## src/rtl/bnn_batch_sequencer_if.sv

```systemverilog
// Handshake bundle shared by the sample source, the BNN engine and the result consumer.
// The master modport is the sequencer's view; slave is the surrounding environment.
interface bnn_batch_sequencer_if;
    logic        in_valid;
    logic        in_ready;
    logic [15:0] in_features;
    logic        eng_start;
    logic [15:0] eng_features;
    logic        eng_done;
    logic        eng_class;
    logic        out_valid;
    logic        out_ready;
    logic        out_class;
    logic [3:0]  out_votes;
    logic        out_error;

    modport master (
        input  in_valid, in_features, eng_done, eng_class, out_ready,
        output in_ready, eng_start, eng_features, out_valid, out_class, out_votes, out_error
    );

    modport slave (
        output in_valid, in_features, eng_done, eng_class, out_ready,
        input  in_ready, eng_start, eng_features, out_valid, out_class, out_votes, out_error
    );
endinterface

```

## src/rtl/bnn_batch_sequencer.sv

```systemverilog
// Sample FIFO plus launch/collect FSM for the 4-feature microgreen BNN engine:
// launches one sample at a time, majority-votes BATCH results, and aborts hung samples.
module bnn_batch_sequencer #(
    parameter int DEPTH   = 4,
    parameter int BATCH   = 5,
    parameter int TIMEOUT = 15
) (
    input  logic                 clk,
    input  logic                 rst_n,
    input  logic                 ena,
    bnn_batch_sequencer_if.master bus,
    output logic                 busy
);
    localparam int AW = $clog2(DEPTH);
    localparam logic [AW:0] FULL_L    = (AW+1)'(DEPTH);
    localparam logic [3:0]  BATCH_L   = 4'(BATCH);
    localparam logic [4:0]  BATCH_X   = 5'(BATCH);
    localparam logic [7:0]  TIMEOUT_L = 8'(TIMEOUT);

    typedef enum logic [2:0] {
        S_IDLE,
        S_LAUNCH,
        S_WAIT,
        S_ACCUM,
        S_REPORT
    } state_e;

    state_e        state_q;
    logic [15:0]   mem_q [DEPTH];
    logic [AW-1:0] wr_ptr_q, rd_ptr_q;
    logic [AW:0]   count_q, count_d;
    logic [3:0]    votes_q, cnt_q;
    logic          err_q;
    logic [7:0]    wdog_q, wdog_d;
    logic          eng_start_q;
    logic [15:0]   eng_features_q;
    logic          out_valid_q, out_class_q, out_error_q;
    logic [3:0]    out_votes_q;

    logic          fifo_empty, fifo_full, push, pop, batch_full;
    logic [4:0]    votes_x2;

    always_comb begin
        fifo_empty = (count_q == '0);
        fifo_full  = (count_q == FULL_L);
        push       = bus.in_valid & ena & ~fifo_full;
        batch_full = (cnt_q == BATCH_L);
        // A pop is exactly the move into LAUNCH, so the head is consumed once per start pulse.
        pop        = ena & ~fifo_empty &
                     ((state_q == S_IDLE) | ((state_q == S_ACCUM) & ~batch_full));
        count_d    = count_q + {{AW{1'b0}}, push} - {{AW{1'b0}}, pop};
        wdog_d     = wdog_q + 8'd1;
        votes_x2   = {votes_q, 1'b0};
    end

    assign bus.in_ready     = ena & ~fifo_full;
    assign bus.eng_start    = eng_start_q & ena;
    assign bus.eng_features = eng_features_q;
    assign bus.out_valid    = out_valid_q;
    assign bus.out_class    = out_class_q;
    assign bus.out_votes    = out_votes_q;
    assign bus.out_error    = out_error_q;
    assign busy             = (state_q != S_IDLE) | ~fifo_empty;

    // NOTE: sample storage has no reset; the pointers and occupancy alone define emptiness.
    always_ff @(posedge clk) begin
        if (push) begin
            mem_q[wr_ptr_q] <= bus.in_features;
        end
    end

    // NOTE: every register here uses <= so all next-state terms see the pre-edge values.
    always_ff @(posedge clk or negedge rst_n) begin
        if (!rst_n) begin
            state_q        <= S_IDLE;
            wr_ptr_q       <= '0;
            rd_ptr_q       <= '0;
            count_q        <= '0;
            votes_q        <= '0;
            cnt_q          <= '0;
            err_q          <= 1'b0;
            wdog_q         <= '0;
            eng_start_q    <= 1'b0;
            eng_features_q <= '0;
            out_valid_q    <= 1'b0;
            out_class_q    <= 1'b0;
            out_votes_q    <= '0;
            out_error_q    <= 1'b0;
        end else if (ena) begin
            eng_start_q <= 1'b0;
            count_q     <= count_d;
            if (push) begin
                wr_ptr_q <= wr_ptr_q + 1'b1;
            end
            if (pop) begin
                rd_ptr_q       <= rd_ptr_q + 1'b1;
                eng_features_q <= mem_q[rd_ptr_q];
                eng_start_q    <= 1'b1;
            end

            case (state_q)
                S_IDLE: begin
                    if (pop) begin
                        state_q <= S_LAUNCH;
                    end
                end

                S_LAUNCH: begin
                    wdog_q  <= '0;
                    state_q <= S_WAIT;
                end

                S_WAIT: begin
                    // A done on the watchdog's final cycle still counts as a real result.
                    if (bus.eng_done) begin
                        votes_q <= votes_q + {3'b000, bus.eng_class};
                        cnt_q   <= cnt_q + 4'd1;
                        state_q <= S_ACCUM;
                    end else if (wdog_d == TIMEOUT_L) begin
                        wdog_q  <= wdog_d;
                        err_q   <= 1'b1;
                        cnt_q   <= cnt_q + 4'd1;
                        state_q <= S_ACCUM;
                    end else begin
                        wdog_q <= wdog_d;
                    end
                end

                S_ACCUM: begin
                    if (batch_full) begin
                        out_valid_q <= 1'b1;
                        out_votes_q <= votes_q;
                        out_class_q <= (votes_x2 > BATCH_X);
                        out_error_q <= err_q;
                        votes_q     <= '0;
                        cnt_q       <= '0;
                        err_q       <= 1'b0;
                        state_q     <= S_REPORT;
                    end else if (pop) begin
                        state_q <= S_LAUNCH;
                    end else begin
                        state_q <= S_IDLE;
                    end
                end

                S_REPORT: begin
                    if (bus.out_ready) begin
                        out_valid_q <= 1'b0;
                        state_q     <= S_IDLE;
                    end
                end

                default: begin
                    state_q <= S_IDLE;
                end
            endcase
        end
    end
endmodule

```

## src/flat_wrapper.sv

```systemverilog
// flat-port wrapper written by rule: the top's interface ports become plain ports
module bnn_batch_sequencer_flat 
#(
    parameter int DEPTH   = 4,
    parameter int BATCH   = 5,
    parameter int TIMEOUT = 15
)
  (clk, rst_n, ena, busy, bus_in_valid, bus_in_features, bus_eng_done, bus_eng_class, bus_out_ready, bus_in_ready, bus_eng_start, bus_eng_features, bus_out_valid, bus_out_class, bus_out_votes, bus_out_error);
  bnn_batch_sequencer_if bus_i ();
  input  logic clk;
  input  logic rst_n;
  input  logic ena;
  output logic busy;
  input wire logic [$bits(bus_i.in_valid)-1:0] bus_in_valid;
  input wire logic [$bits(bus_i.in_features)-1:0] bus_in_features;
  input wire logic [$bits(bus_i.eng_done)-1:0] bus_eng_done;
  input wire logic [$bits(bus_i.eng_class)-1:0] bus_eng_class;
  input wire logic [$bits(bus_i.out_ready)-1:0] bus_out_ready;
  output wire logic [$bits(bus_i.in_ready)-1:0] bus_in_ready;
  output wire logic [$bits(bus_i.eng_start)-1:0] bus_eng_start;
  output wire logic [$bits(bus_i.eng_features)-1:0] bus_eng_features;
  output wire logic [$bits(bus_i.out_valid)-1:0] bus_out_valid;
  output wire logic [$bits(bus_i.out_class)-1:0] bus_out_class;
  output wire logic [$bits(bus_i.out_votes)-1:0] bus_out_votes;
  output wire logic [$bits(bus_i.out_error)-1:0] bus_out_error;
  assign bus_i.in_valid = bus_in_valid;
  assign bus_i.in_features = bus_in_features;
  assign bus_i.eng_done = bus_eng_done;
  assign bus_i.eng_class = bus_eng_class;
  assign bus_i.out_ready = bus_out_ready;
  assign bus_in_ready = bus_i.in_ready;
  assign bus_eng_start = bus_i.eng_start;
  assign bus_eng_features = bus_i.eng_features;
  assign bus_out_valid = bus_i.out_valid;
  assign bus_out_class = bus_i.out_class;
  assign bus_out_votes = bus_i.out_votes;
  assign bus_out_error = bus_i.out_error;
  bnn_batch_sequencer #(.DEPTH(DEPTH), .BATCH(BATCH), .TIMEOUT(TIMEOUT)) u_core (.clk(clk), .rst_n(rst_n), .ena(ena), .bus(bus_i), .busy(busy));
endmodule
```

## config.mk

```make
export PLATFORM = sky130hd
export DESIGN_NAME = bnn_batch_sequencer_flat
export DESIGN_NICKNAME = d
export VERILOG_FILES = /design/src/rtl/bnn_batch_sequencer_if.sv /design/src/rtl/bnn_batch_sequencer.sv /design/src/flat_wrapper.sv
export SDC_FILE = /design/constraint.sdc
export NUM_CORES = 1
export LEC_CHECK = 0
export ABC_AREA = 0
export ABC_CLOCK_PERIOD_IN_PS = 3500
export CELL_PAD_IN_SITES_DETAIL_PLACEMENT = 1
export CELL_PAD_IN_SITES_GLOBAL_PLACEMENT = 2
export CORE_MARGIN = 2
export CORE_UTILIZATION = 41
export DETAILED_ROUTE_END_ITERATION = 16
export PLACE_DENSITY = 0.78
export SETUP_SLACK_MARGIN = 0.05
export SLEW_MARGIN = 20
export SYNTH_ARGS = -nofsm -noshare
export SYNTH_HDL_FRONTEND = slang
export SYNTH_SLANG_ARGS = --single-unit
```

## constraint.sdc

```tcl
create_clock -name clk -period 3.5 [get_ports clk]
set_clock_uncertainty 0.15 [all_clocks]
set_input_delay 0.35 -clock clk [delete_from_list [all_inputs] [get_ports clk]]
set_output_delay 0.35 -clock clk [all_outputs]
set_load 0.03 [all_outputs]
```

==> results of run 1 <==
[power breakdown]
group          internal, mW  switching, mW  leakage (nW)
Clock                 0.967          0.602         0.263
Sequential             1.76          0.303          1.22
Combinational         0.811          0.822         0.883
[registers in the layout, indices dropped and copies added (netlist names)]
register                 flops
u_core.wr_ptr_q              2
u_core.err_q                 1
u_core.count_q               3
u_core.bus.out_valid         1
u_core.bus.out_class         1
u_core.cnt_q                 4
u_core.bus.out_votes         4
u_core.wdog_q                8
u_core.eng_start_q           1
u_core.rd_ptr_q              2
u_core.bus.eng_features     16
u_core.mem_q                64
u_core.votes_q               4
u_core.bus.out_error         1
u_core.state_q               3
[worst max-delay path: cells and delay by family (launching register included)]
kind | cells | cell delay, ns
compound gates | 1 | 0.33
xor+xnor | 2 | 0.27
fa+ha+maj | 4 | 0.95
buf+inv | 3 | 0.18
flops | 1 | 0.42
simple gates | 3 | 0.38
[layout make-up]
type                    instances  area share, %
well taps                     143           2.94
flip-flops and latches        115           52.6
clock buffers                  18           7.06
repair buffers                 58           9.10
clock inverters                14           1.89
multi-input cells             172           25.4
inverters                      16          0.988
[logic make-up after synthesis]
group | after synthesis
flops | 115
simple gates | 67
compound gates | 42
mux | 40
buf+inv | 30
fa+ha+maj | 13
xor+xnor | 10
[cells in the final DEF, fill, tap and decap left out, types with 5 or more instances in the layout]
cell type         n
edfxtp_1         64
dfrtp_1          51
clkdlybuf4s50_1  47
mux2_2           21
o21ai_0          19
clkbuf_16        17
inv_1            16
mux4_2           16
nor2_1           15
nand2_1          13
ha_1             12
buf_4             9
nand3_1           7
and3_1            6
xnor2_1           6
nand2b_1          5
[routing by layer]
metal | track usage [%] | vias up
li1 | - | 1316
met4 | 8.29 | 0
met2 | 26.8 | 48
met5 | 0 | -
met3 | 3.86 | 12
met1 | 22.9 | 1462
[path summary, 6_finish.rpt]
kind,startpoint,endpoint,slack (ns),depth (start not counted)
max,u_core.cnt_q[0],u_core.count_q[2],0.70,13
min,u_core.cnt_q[3],u_core.cnt_q[3],0.33,1
min reg2reg,u_core.cnt_q[3],u_core.cnt_q[3],0.33,1
max in group asynchronous,rst_n,u_core.votes_q[2],1.95,3
max reg2reg,u_core.cnt_q[0],u_core.count_q[2],0.70,13
min in group asynchronous,rst_n,u_core.bus.out_valid,0.47,2
[timing repair]
action                    4_1_cts  5_1_grt
hold buffers                    1        0
hold endpoints to repair       34        0
buffers inserted                0        0
==> summary.md, run 1 <==
| Metric | Value |
|---|---|
| Area after DPL | `5520 sq um` |
| # IOs | `49` |
| Post-Synth Simple-Gate Area | `7.38%` |
| RSZ-0062 raised after global routing | `no` |
| P&R area growth vs syn | `24.9%` |
| Met2 routed WL | `4710 um` |
| Clk pin slew, worst setup/hold paths | `0.05 ns` |
| DRT antenna net count | `0` |
| Tot GR Track Use | `17.1%` |
| DPL Wire Length | `6370 um` |
| Leading cell types by count after synthesis | `edfxtp_1, dfrtp_1, mux2_2, o21ai_0` |
| Multi-input logic area | `1540 sq um` |
| Leak pwr | `2.36 nW` |
| CTS resizes | `0` |
| Total of max-cap violations | `0` |
| Pre-CTS setup slack | `0.591 ns` |
| DRT iter0 DRCs | `107` |
| CP startpoint kind | `flip-flop` |
| Register Area | `3200 sq um` |
| Critical path capture point type | `flip-flop` |
| Hold Path Class | `reg -> reg` |
| CP peak stage delay | `0.42 ns` |
| Yosys cell types | `48` |
| Crit path cell chain | `ha_1 -> nand3b_1 -> nand3_1 -> a211o_1 -> inv_1 -> ha_1 -> inv_1 -> ha_1 -> inv_1 -> fa_1 -> xor2_1 -> nand2_1 -> xnor2_1` |
| Clk_lat worst skew | `0.41 ns` |
| Placer Congestion | `0.760` |
| DR vias/cell | `5.29` |
| Synthesis Warnings | `0` |
| TritonCTS clock tree | `built` |
| CP Max Fanout | `5` |
| WL met1 | `4700 um` |
| Failing checks | `design-rule violations` |
| Sequential share of the synthesized area | `65.7%` |
| Die W | `113 um` |
| Mapped Area | `4870 sq um` |
| Die Area | `12,800 sq um` |
| Synth Area in Adders | `3.50%` |
| Non-filler instance count after layout | `536` |
| Period Utilization, post-route | `80.0%` |
| Area leader, netlist | `edfxtp_1` |
| Clock sink count | `115` |
| CTS Buf Count | `17` |
| Detailed Routing Iterations Pass 1 | `10` |
| Main synth FF type | `edfxtp_1` |
| Crit Path Class | `reg -> reg` |
| Total power draw | `5.26 mW` |
| DR WL met3 | `328 um` |
| First-pass GRT wire length | `16,500 um` |
| Fin util | `52.8%` |
| Final worst slack | `0.699 ns` |
| Post-Syn Area per Cell | `15.3 sq um` |
| Pwr dens | `866 nW/um^2` |
| CP max-delay cell | `dfrtp_1` |
| Worst EP required | `3.64 ns` |
| FMAX | `357 MHz` |
| Worst vdd ir | `0.320 mV` |
| Vias in the first global route | `3,099` |
| EDFF count, synth | `64` |
| Slew Viols, Final | `0` |
| Routed vias | `2,838` |
| DR WL/cell | `18.4 um` |
| Compound-gate portion of the synthesized area | `6.17%` |
| Placed insts | `503` |
| Seq cells post-synth | `115` |
| Antenna violations before repair | `0` |
| Highest routing layer actually used | `met4` |
| CP arrival | `2.94 ns` |
| Max Root-Sink Buffers | `2` |
| Status | `complete, but fails checks` |
| Post-synthesis cell count | `317` |
| Setup TNS | `0 ns` |
| Endpoints failing setup | `0` |
| GRT overflow | `0` |
| Top cell type's share of synthesized area | `39.5%` |
| N_diodes | `0` |
| Post-synthesis mux area share | `12.9%` |
| Clock root buffer | `clkbuf_16` |
| Placeable core area | `11,500 sq um` |
| Initial Utilization | `42.3%` |
| Total wire length | `9880 um` |
| Relative slew slack | `39.3%` |
| Drt drc | `3` |
| Post-synthesis xor/xnor area fraction | `1.80%` |
| Share of cells above drive strength 1 | `20.9%` |
| FP Rows | `39` |
| H-tree depth | `4` |
| Largest net degree at the start of global routing | `36` |
| Hold WS | `0.333 ns` |
| Nets | `416` |
| Filler Cell Count | `1,127` |
| Top cells by area, synth | `edfxtp_1, dfrtp_1, mux4_2, mux2_2, ha_1` |
| Mapped Nets | `353` |
| Synth async-reset ratio | `44.3%` |
| Fin area | `6080 sq um` |
| Most common cell in the netlist | `edfxtp_1` |
| Tmin final | `2.80 ns` |
| Worst-Margin Slew | `0.910 ns` |
| Final hold vios | `0` |
| Port buffer count | `48` |
| Die span in y | `113 um` |
| Main combinational cell family by area after synthesis | `multiplexers` |
Note: power is estimated with default switching activity, not from simulation.
==> run 2: changes to the inputs <==
--- a/config.mk
+++ b/config.mk
@@ -6,7 +6,7 @@
 export NUM_CORES = 1
 export LEC_CHECK = 0
 export ABC_AREA = 0
-export ABC_CLOCK_PERIOD_IN_PS = 3500
+export ABC_CLOCK_PERIOD_IN_PS = 2700
 export CELL_PAD_IN_SITES_DETAIL_PLACEMENT = 1
 export CELL_PAD_IN_SITES_GLOBAL_PLACEMENT = 2
 export CORE_MARGIN = 2
==> constraint.sdc (replaced) <==
create_clock -name clk -period 2.7 [get_ports clk]
set_clock_uncertainty 0.15 [all_clocks]
set_input_delay 0.27 -clock clk [delete_from_list [all_inputs] [get_ports clk]]
set_output_delay 0.27 -clock clk [all_outputs]
set_load 0.03 [all_outputs]
==> run 2 against run 1 <==
  * The flow still finishes with violations (design-rule violations)
  * Register-to-register slack got worse by 0.55 ns
  * Die area did not move
  * Via count grew 2.1%
  * Clock power grew 43%
  * Combinational power is 50% higher
  * Highest routed layer unchanged
==> summary.md, run 2 (same netlist as run 1, synthesis figures left out) <==
| Metric | Value |
|---|---|
| Status | `complete, but fails checks` |
| Failing checks | `design-rule violations` |
| Delay-heaviest family, CP | `adder cells` |
| Placeable core area | `11,500 sq um (unchanged)` |
| Total power draw | `7.25 mW (+38%)` |
| H-tree depth | `4 (unchanged)` |
| DRT iter0 DRCs | `144 (+35%)` |
| First-pass GRT wire length | `17,300 um (+4.6%)` |
| Clock sink count | `115 (unchanged)` |
| Most common cell after layout, fill and taps aside | `edfxtp_1` |
| Total of max-cap violations | `0 (unchanged)` |
| Die Area | `12,800 sq um (unchanged)` |
| Worst-Margin Slew | `0.741 ns (-0.169 ns)` |
| CP arrival | `2.69 ns (-0.25 ns)` |
| DPL Wire Length | `6850 um (+7.6%)` |
| Slew Viols, Final | `0 (unchanged)` |
| Worst EP required | `2.84 ns (-0.80 ns)` |
| Hold Path Class | `in -> async` |
| Clk_lat worst skew | `0.41 ns (about the same)` |
| Clk pin slew, worst setup/hold paths | `0.05 ns (about the same)` |
| Non-filler instance count after layout | `546 (+1.9%)` |
| Buf/Inv on CP | `4 (+1)` |
| # IOs | `49 (unchanged)` |
| Tmin final | `2.55 ns (-0.252 ns)` |
| CP startpoint kind | `flip-flop` |
| FMAX | `392 MHz (+9.9%)` |
| Placer Congestion | `0.790 (+3.9%)` |
| Worst vdd ir | `0.685 mV (+110%)` |
| Detailed Routing Iterations Pass 1 | `12 (+2)` |
| DR vias/cell | `5.31 (+0.28%)` |
| Filler Cell Count | `1,102 (-2.2%)` |
| Crit path cell chain | `inv_2 -> ha_4 -> nand3b_1 -> nand3_1 -> a211o_1 -> inv_4 -> ha_4 -> inv_4 -> ha_4 -> inv_2 -> fa_2 -> xor2_1 -> nand2_1 -> xnor2_1` |
| Max Root-Sink Buffers | `2 (unchanged)` |
| Routed vias | `2,899 (+2.1%)` |
| Placed insts | `513 (+2.0%)` |
| N_diodes | `0 (unchanged)` |
| TritonCTS clock tree | `built` |
| Drt drc | `1 (-2)` |
| Multi-input logic area | `1580 sq um (+2.6%)` |
| Initial Utilization | `42.3% (unchanged)` |
| Antenna violations before repair | `0 (unchanged)` |
| Vias in the first global route | `3,263 (+5.3%)` |
| DR WL/cell | `19.7 um (+6.8%)` |
| Leak pwr | `2.46 nW (+3.9%)` |
| GRT overflow | `0 (unchanged)` |
| Fin util | `54.7% (+1.9 points)` |
| Commonest cells after routing, fill and taps aside | `edfxtp_1, dfrtp_1, clkdlybuf4s50_1` |
| Final hold vios | `0 (unchanged)` |
| Die W | `113 um (unchanged)` |
| Total wire length | `10,700 um (+8.8%)` |
| Cell repeated most along the worst path | `ha_4` |
| Period Utilization, post-route | `94.4% (+14 points)` |
| CTS Buf Count | `17 (unchanged)` |
| CP peak stage delay | `0.40 ns (-0.02 ns)` |
| Tot GR Track Use | `18.2% (+1.1 points)` |
| Largest net degree at the start of global routing | `28 (-22%)` |
| FP Rows | `39 (unchanged)` |
| P&R area growth vs syn | `29.4%` |
| Register Area | `3200 sq um (unchanged)` |
| Share of cells above drive strength 1 | `25.3% (+4.4 points)` |
| DRT antenna net count | `0 (unchanged)` |
| Port buffer count | `48 (unchanged)` |
| Nets | `427 (+2.6%)` |
| Endpoints failing setup | `0 (unchanged)` |
| Max reg flops | `64 (unchanged)` |
| CP max-delay cell | `dfrtp_1` |
| Reg2reg setup slack | `0.15 ns (-0.55 ns)` |
| Critical path capture point type | `flip-flop` |
| Pwr dens | `1150 nW/um^2 (+33%)` |
| Crit Path Class | `reg -> reg` |
| Clock root buffer | `clkbuf_16` |
| Relative slew slack | `50.5% (+11 points)` |
| Setup TNS | `0 ns (unchanged)` |
| RSZ-0062 raised after global routing | `yes` |
| Die span in y | `113 um (unchanged)` |
| Largest reg by FF count | `u_core.mem_q` |
| CP Max Fanout | `4 (-1)` |
==> run 2: cell count changes in the layout (fill, tap and decap cells not counted), sizes merged <==
cell / before / now
clkdlybuf4s50: 47 / 46
clkinv: 10 / 7
buf: 10 / 22
bufinv: 1 / 3
inv: 17 / 16
clkinvlp: 2 / 0
clkbuf: 18 / 21
==> run 2: power breakdown <==
group,switching [mW],internal [mW],total [mW]
clock,0.770,1.47,2.24
combinational,1.28,1.17,2.45
sequential,0.279,2.28,2.56
total,2.33,4.92,7.25
==> run 2: final timing paths <==
kind                                 start              endpoint  cells past startpoint
min in group clk           u_core.cnt_q[3]       u_core.cnt_q[3]                      1
setup reg to reg           u_core.cnt_q[1]     u_core.count_q[2]                     14
hold reg to reg            u_core.cnt_q[3]       u_core.cnt_q[3]                      1
setup / recovery           u_core.cnt_q[1]     u_core.count_q[2]                     14
max in group asynchronous            rst_n  u_core.bus.out_valid                      3
hold / removal                       rst_n       u_core.cnt_q[2]                      2
==> run 2: worst register-to-register path: stages (launching register included) <==
cell      delay [ns]
dfrtp_1         0.40
inv_2           0.06
ha_4            0.14
nand3b_1        0.10
nand3_1         0.08
a211o_1         0.34
inv_4           0.07
ha_4            0.19
inv_4           0.05
ha_4            0.12
inv_2           0.04
fa_2            0.34
xor2_1          0.13
nand2_1         0.08
xnor2_1         0.12
==> run 2: metal layers <==
layer	vias to the layer above	track usage, %	part of all wire [%]
met5	-	0	0
met4	0	8.05	1.3
met3	10	4.71	2.7
met2	50	31.4	51
met1	1500	21.6	44
li1	1339	-	-
==> run 2: cell type report <==
class / count / area share (%)
Sequential cell: 115 / 50.8
Clock buffer: 21 / 7.15
Multi-Input combinational cell: 172 / 25.2
Tap cell: 143 / 2.84
Inverter: 16 / 1.03
Timing Repair Buffer: 69 / 10.9
Clock inverter: 10 / 2.17
==> run 2: timing repair <==
action                                  4_1_cts  5_1_grt
endpoints found under the setup margin        0        1
setup buffers                                 0        1
hold endpoints to repair                     26        0
gates resized for setup                       0        3
hold buffers                                  1        0
==> run 2: stage by stage <==
step / cell area, sq um / hold slack [ns] / setup slack, ns
global placement: 5680 / 0.206 / 0.117
global route: 6300 / 0.345 / 0.0159
CTS: 6280 / 0.307 / 0.128
detailed placement: 5680 / 0.210 / 0.0923
floorplan: 4910 / -0.176 / -0.0446
finish: 6300 / 0.293 / 0.151
==> run 3: changes to the inputs <==
--- a/config.mk
+++ b/config.mk
@@ -12,6 +12,7 @@
 export CORE_MARGIN = 2
 export CORE_UTILIZATION = 41
 export DETAILED_ROUTE_END_ITERATION = 16
+export GPL_ROUTABILITY_DRIVEN = 0
 export PLACE_DENSITY = 0.78
 export SETUP_SLACK_MARGIN = 0.05
 export SLEW_MARGIN = 20
==> results of run 3 <==
The final DEF is identical to that of run 2; final timing and power are the same.
